File: src/rtl/addsub_seq.sv
// Multi-cycle add/subtract unit: processes SLICE bits per clock through a ripple
// slice with a registered carry, with optional signed saturation and C/V/Z/N flags.
module addsub_seq #(
  parameter int WIDTH = 32,
  parameter int SLICE = 4
) (
  input  logic             clk,
  input  logic             reset,
  input  logic             start,
  input  logic [WIDTH-1:0] a,
  input  logic [WIDTH-1:0] b,
  input  logic [1:0]       mode,
  output logic             busy,
  output logic             done,
  output logic [WIDTH-1:0] result,
  output logic             carry,
  output logic             overflow,
  output logic             zero,
  output logic             negative,
  output logic [1:0]       dbg_state
);

  localparam int K  = WIDTH / SLICE;
  localparam int CW = (K > 1) ? $clog2(K) : 1;

  if ((SLICE < 1) || (WIDTH % SLICE != 0)) begin : g_bad_params
    $error("addsub_seq: WIDTH must be a positive multiple of SLICE");
  end

  // Handshake: start is sampled only in IDLE or DONE; the accepting edge moves to RUN,
  // busy stays high for exactly K cycles, and done pulses for one cycle with the results.
  typedef enum logic [1:0] {
    IDLE = 2'd0,
    RUN  = 2'd1,
    DONE = 2'd2
  } state_t;

  state_t            state;
  logic [WIDTH-1:0]  a_q;
  logic [WIDTH-1:0]  b_q;
  logic              sat_q;
  logic              c_q;
  logic [CW-1:0]     cnt;
  logic [WIDTH-1:0]  shadow;

  int                idx;
  logic [SLICE-1:0]  a_s;
  logic [SLICE-1:0]  b_s;
  logic [SLICE:0]    s_sum;
  logic              c_msb_in;
  logic              raw_ovf;
  logic              last;
  logic [WIDTH-1:0]  raw_res;
  logic [WIDTH-1:0]  fin_res;

  assign dbg_state = state;

  always_comb begin
    idx   = int'(cnt) * SLICE;
    a_s   = a_q[idx +: SLICE];
    b_s   = b_q[idx +: SLICE];
    s_sum = {1'b0, a_s} + {1'b0, b_s} + {{SLICE{1'b0}}, c_q};
    last  = (cnt == CW'(K - 1));
    // Carry into the top bit is recovered from that bit's sum and its two operand bits.
    c_msb_in = s_sum[SLICE-1] ^ a_s[SLICE-1] ^ b_s[SLICE-1];
    raw_ovf  = s_sum[SLICE] ^ c_msb_in;
    raw_res  = shadow;
    raw_res[WIDTH-1 -: SLICE] = s_sum[SLICE-1:0];
    fin_res  = raw_res;
    if (sat_q && raw_ovf) begin
      fin_res = a_q[WIDTH-1] ? {1'b1, {(WIDTH-1){1'b0}}} : {1'b0, {(WIDTH-1){1'b1}}};
    end
  end

  always_ff @(posedge clk or posedge reset) begin
    if (reset) begin
      state    <= IDLE;
      a_q      <= '0;
      b_q      <= '0;
      sat_q    <= 1'b0;
      c_q      <= 1'b0;
      cnt      <= '0;
      shadow   <= '0;
      busy     <= 1'b0;
      done     <= 1'b0;
      result   <= '0;
      carry    <= 1'b0;
      overflow <= 1'b0;
      zero     <= 1'b0;
      negative <= 1'b0;
    end else begin
      case (state)
        IDLE, DONE: begin
          done <= 1'b0;
          if (start) begin
            a_q   <= a;
            b_q   <= b ^ {WIDTH{mode[0]}};
            sat_q <= mode[1];
            c_q   <= mode[0];
            cnt   <= '0;
            busy  <= 1'b1;
            state <= RUN;
          end else begin
            state <= IDLE;
          end
        end
        RUN: begin
          shadow[idx +: SLICE] <= s_sum[SLICE-1:0];
          c_q <= s_sum[SLICE];
          if (last) begin
            result   <= fin_res;
            carry    <= s_sum[SLICE];
            overflow <= raw_ovf;
            zero     <= (fin_res == '0);
            negative <= fin_res[WIDTH-1];
            done     <= 1'b1;
            busy     <= 1'b0;
            state    <= DONE;
          end else begin
            cnt <= cnt + 1'b1;
          end
        end
        default: state <= IDLE;
      endcase
    end
  end

endmodule
File: config.mk
export PLATFORM = sky130hd
export DESIGN_NAME = addsub_seq
export DESIGN_NICKNAME = d
export VERILOG_FILES = /design/src/rtl/addsub_seq.sv
export SDC_FILE = /design/constraint.sdc
export NUM_CORES = 1
export LEC_CHECK = 0
export ABC_AREA = 1
export CAP_MARGIN = 30
export CORE_MARGIN = 3
export CORE_UTILIZATION = 58
export DETAILED_ROUTE_END_ITERATION = 16
export PLACE_DENSITY = 0.85
export SYNTH_ARGS = -nofsm -noshare
export SYNTH_HDL_FRONTEND = slang
export SYNTH_SLANG_ARGS = --single-unit
File: constraint.sdc
create_clock -name clk -period 11.4 [get_ports clk]
set_input_delay 2.85 -clock clk [delete_from_list [all_inputs] [get_ports clk]]
set_output_delay 2.85 -clock clk [all_outputs]
set_load 0.02 [all_outputs]
==> impl_results.md <==
* Worst setup EP type: flop
* Vias in the first global route at roughly 5500
* Clk_lat worst skew at ~0.43 ns
* DR vias/cell at around 5.7
* Num Clock Sinks at approximately 140
* Skew final at ~0.0076 ns
* Hold Vio Cnt, Final at 0
* Die footprint at 12680 sq um
* Setup TNS at 0 ns
* Crit Path Class: reg2reg
* # DRC at 0
* N_diodes at 0
* CTS tree: done
* Share of cells above drive strength 1 at 0.08841
* Syn Area/Cell at roughly 9 sq um
* Synth Flop Type: dfrtp_1
* Register area at approximately 3400 sq um
* Post-synthesis async set-or-reset flop share at 1.000
* Clock buffer depth at 2
* Largest area contributor in the netlist: dfrtp_1
* Synth Warn # at 0
* Post-CTS setup repair buffer count at 0
* Max VDD drop at roughly 0.22 mV
* RSZ-0062 raised after global routing: false
* Max-Cap Viols at 0
* Pre-antenna DRT Iters at 7
* Arr. time, crit path at ~4.8 ns
* CP Max Fanout at 41
* Hold crit path type: reg2reg
* Number of CTS-inserted buffers at 17
* Starting density of the core at 0.6004
* Core box area at approximately 11000 sq um
* Most frequent cell after synthesis: nand2_1
* HP Start: busy
* CTS Hold Buffers Added at 0
* Flop2flop setup slack at between 7 and 8 ns
* GRT Total Usage at 0.2587
* Hold path depth at 2
* Max Fclk at 227.7 MHz
* Worst slack, placed at between 6 and 7 ns
* Final HPWL DP at 10.83 mm
* Outcome: completed
* Pleak at between 3 and 4 nW
* Grt ovf at 0
* Final worst setup slack at 7.007 ns
* CTS root buf: clkbuf_16
* Largest net degree at the start of global routing at 109
* PortBufs at 108
* Pin slew with the least headroom to its limit at around 0.86 ns
* Synth-to-Final Area Change at 25.29%
* Most instantiated cells after synthesis: nand2_1 (163), dfrtp_1 (136), o21ai_0 (94)
* Core Rows at 38
* Fillers at a little under 800
* Final min period at roughly 4.4 ns
* Post-synth EDFFs at 0
* GPL Wtd Cong at about 0.9
* Die width at ~110 um
* Syn_nets at between 800 and 900
* FF-to-FF End: zero
* Post-synthesis register bit count at roughly 140
* Pins Over Slew Limit at 0
* Cell Pwr Density at between 300 and 400 nW/um^2
* Setup crit start kind: flop
* Drt total wl at approximately 16 mm
* Final ANT Viol Nets at 0
* Htree depth at 4
* Post-synthesis instance area at 6594 sq um
* Placed cells at about 950
* Critical Path RT at ~12 ns
* Layout net count at slightly above 900
* Cell variety after synth at 31
* Post-cts resize count at 0
* Period utilization at 0.3853
* R2R Path Start: cnt[1]
* Worst r2r path cells at 23
* Via Count at 5571
* Non-filler cells, final at between 900 and 1000
* Clk pin slew, worst setup/hold paths at 0.05 ns
* Sequential share of the synthesized area at 0.5161
* Util after Layout at 0.7522
* Relative slew slack at 0.4252
* IO Pins at ~110
* Initial antenna violation count at 0
* Drt initial violations at 517
* Multi-input logic area at roughly 2800 sq um
* Cell area after placement at 7725 sq um
* Routed wire per std cell at between 15 and 20 um
* Die Ht at between 100 and 150 um
* Final-report setup violation count at 0
* Synth Instances at between 700 and 800
* Synth top area share at 0.5161
* Post-route cell area at 8262 sq um
* Largest cells by area after synthesis: dfrtp_1 (52%), nand2_1 (9.3%), o21ai_0 (7.1%), mux2_2 (4.6%), xnor2_1 (4.4%)
* First-pass GRT wire length at about 26 mm
* End of the worst hold path: busy
## report_power, final
group,total (W),internal [W],switching (W)
clock,0.000481,0.000291,0.000190
sequential,0.000846,0.000699,0.000147
combinational,0.00153,0.000567,0.000966
## layout by cell type, fill, tap and decap left out
cell / instances
xnor2_1: 33
buf_4: 3
clkinv_1: 1
dfrtp_1: 136
nor3_1: 1
nand2_2: 5
buf_2: 1
o21ai_0: 94
nand3_2: 3
nor2_1: 64
o21ai_1: 1
fa_1: 2
nand2_1: 162
clkbuf_16: 17
inv_4: 2
ha_1: 10
clkbuf_8: 3
nand3_1: 36
inv_1: 49
a2bb2oi_1: 23
inv_2: 2
o41ai_1: 3
o31ai_1: 3
buf_16: 2
mux2_2: 27
clkbuf_1: 6
clkinv_2: 4
clkdlybuf4s50_1: 107
o22ai_1: 9
nand2_4: 4
a21oi_1: 14
nor4_1: 2
nand4_1: 3
nor2_2: 1
a31oi_1: 4
## state kept, by name, summed over array words and instances, names as in the netlist, 2 cells and up
name,count
shadow,28
dbg_state,2
cnt,3
b_q,32
result,32
a_q,32
## cells by family (layout without fill, tap and decap cells)
logic type,count (synthesis),after routing,synth area share
AND/OR/NAND/NOR,281,281,0.1770
AO/OA/AOI/OAI,151,151,0.1330
flip-flops,136,136,0.5161
buffers and inverters,92,197,0.05882
XOR/XNOR,33,33,0.04383
multiplexers,27,27,0.04611
adder cells (fa/ha/maj),12,12,0.02505
## final cells by class
cell class / instances / share of cell area
Timing Repair Buffer: 113 / 0.1396
Multi-Input combinational cell: 504 / 0.3405
Sequential cell: 136 / 0.4119
Inverter: 54 / 0.02514
Tap cell: 140 / 0.02120
Clock buffer: 26 / 0.05922
Clock inverter: 4 / 0.002423
## how the worst max path moves through the flow
stage / from / to / slack, ns / depth (start not counted)
4_1_cts: start / cnt[1] / 6.93 / 5
6_report: cnt[1] / zero / 7.01 / 23
3_3_place_gp: reset / result[11] / 6.53 / 3
5_1_grt: cnt[1] / zero / 6.71 / 22
3_5_place_dp: start / cnt[1] / 6.51 / 5
2_1_floorplan: reset / a_q[0] / 4.91 / 1
## critical path, stage by stage (launching register included)
cell,delay (ns)
dfrtp_1,0.68
inv_2,0.45
o21ai_0,0.17
o22ai_1,0.23
nor2_1,0.07
a31oi_1,0.25
fa_1,0.25
inv_1,0.06
fa_1,0.40
nor2_1,0.11
nor2_1,0.10
inv_1,0.10
nand3_1,0.08
nand2_1,0.10
inv_1,0.05
nand3_2,0.07
nand2_4,0.08
nand2_4,0.32
nand2_1,0.11
nand2_1,0.16
nand3_1,0.09
nor2_1,0.19
nand3_1,0.10
nand2_1,0.08
## routing by layer
layer / wire [um] / global-route usage
met1: 6457 / 0.3247
met2: 7827 / 0.4309
met3: 988 / 0.07170
met4: 392 / 0.09295
met5: 0 / 0
## per-stage QoR
step,hold WS (ns),power [W]
after floorplan,0.4478,0.001937
after global placement,0.4615,0.002297
after detailed placement,0.4724,0.002354
after CTS,0.4871,0.002856
after global routing,0.5099,0.003078
final,0.4826,0.002860
Power figures use the tool's default switching activity.
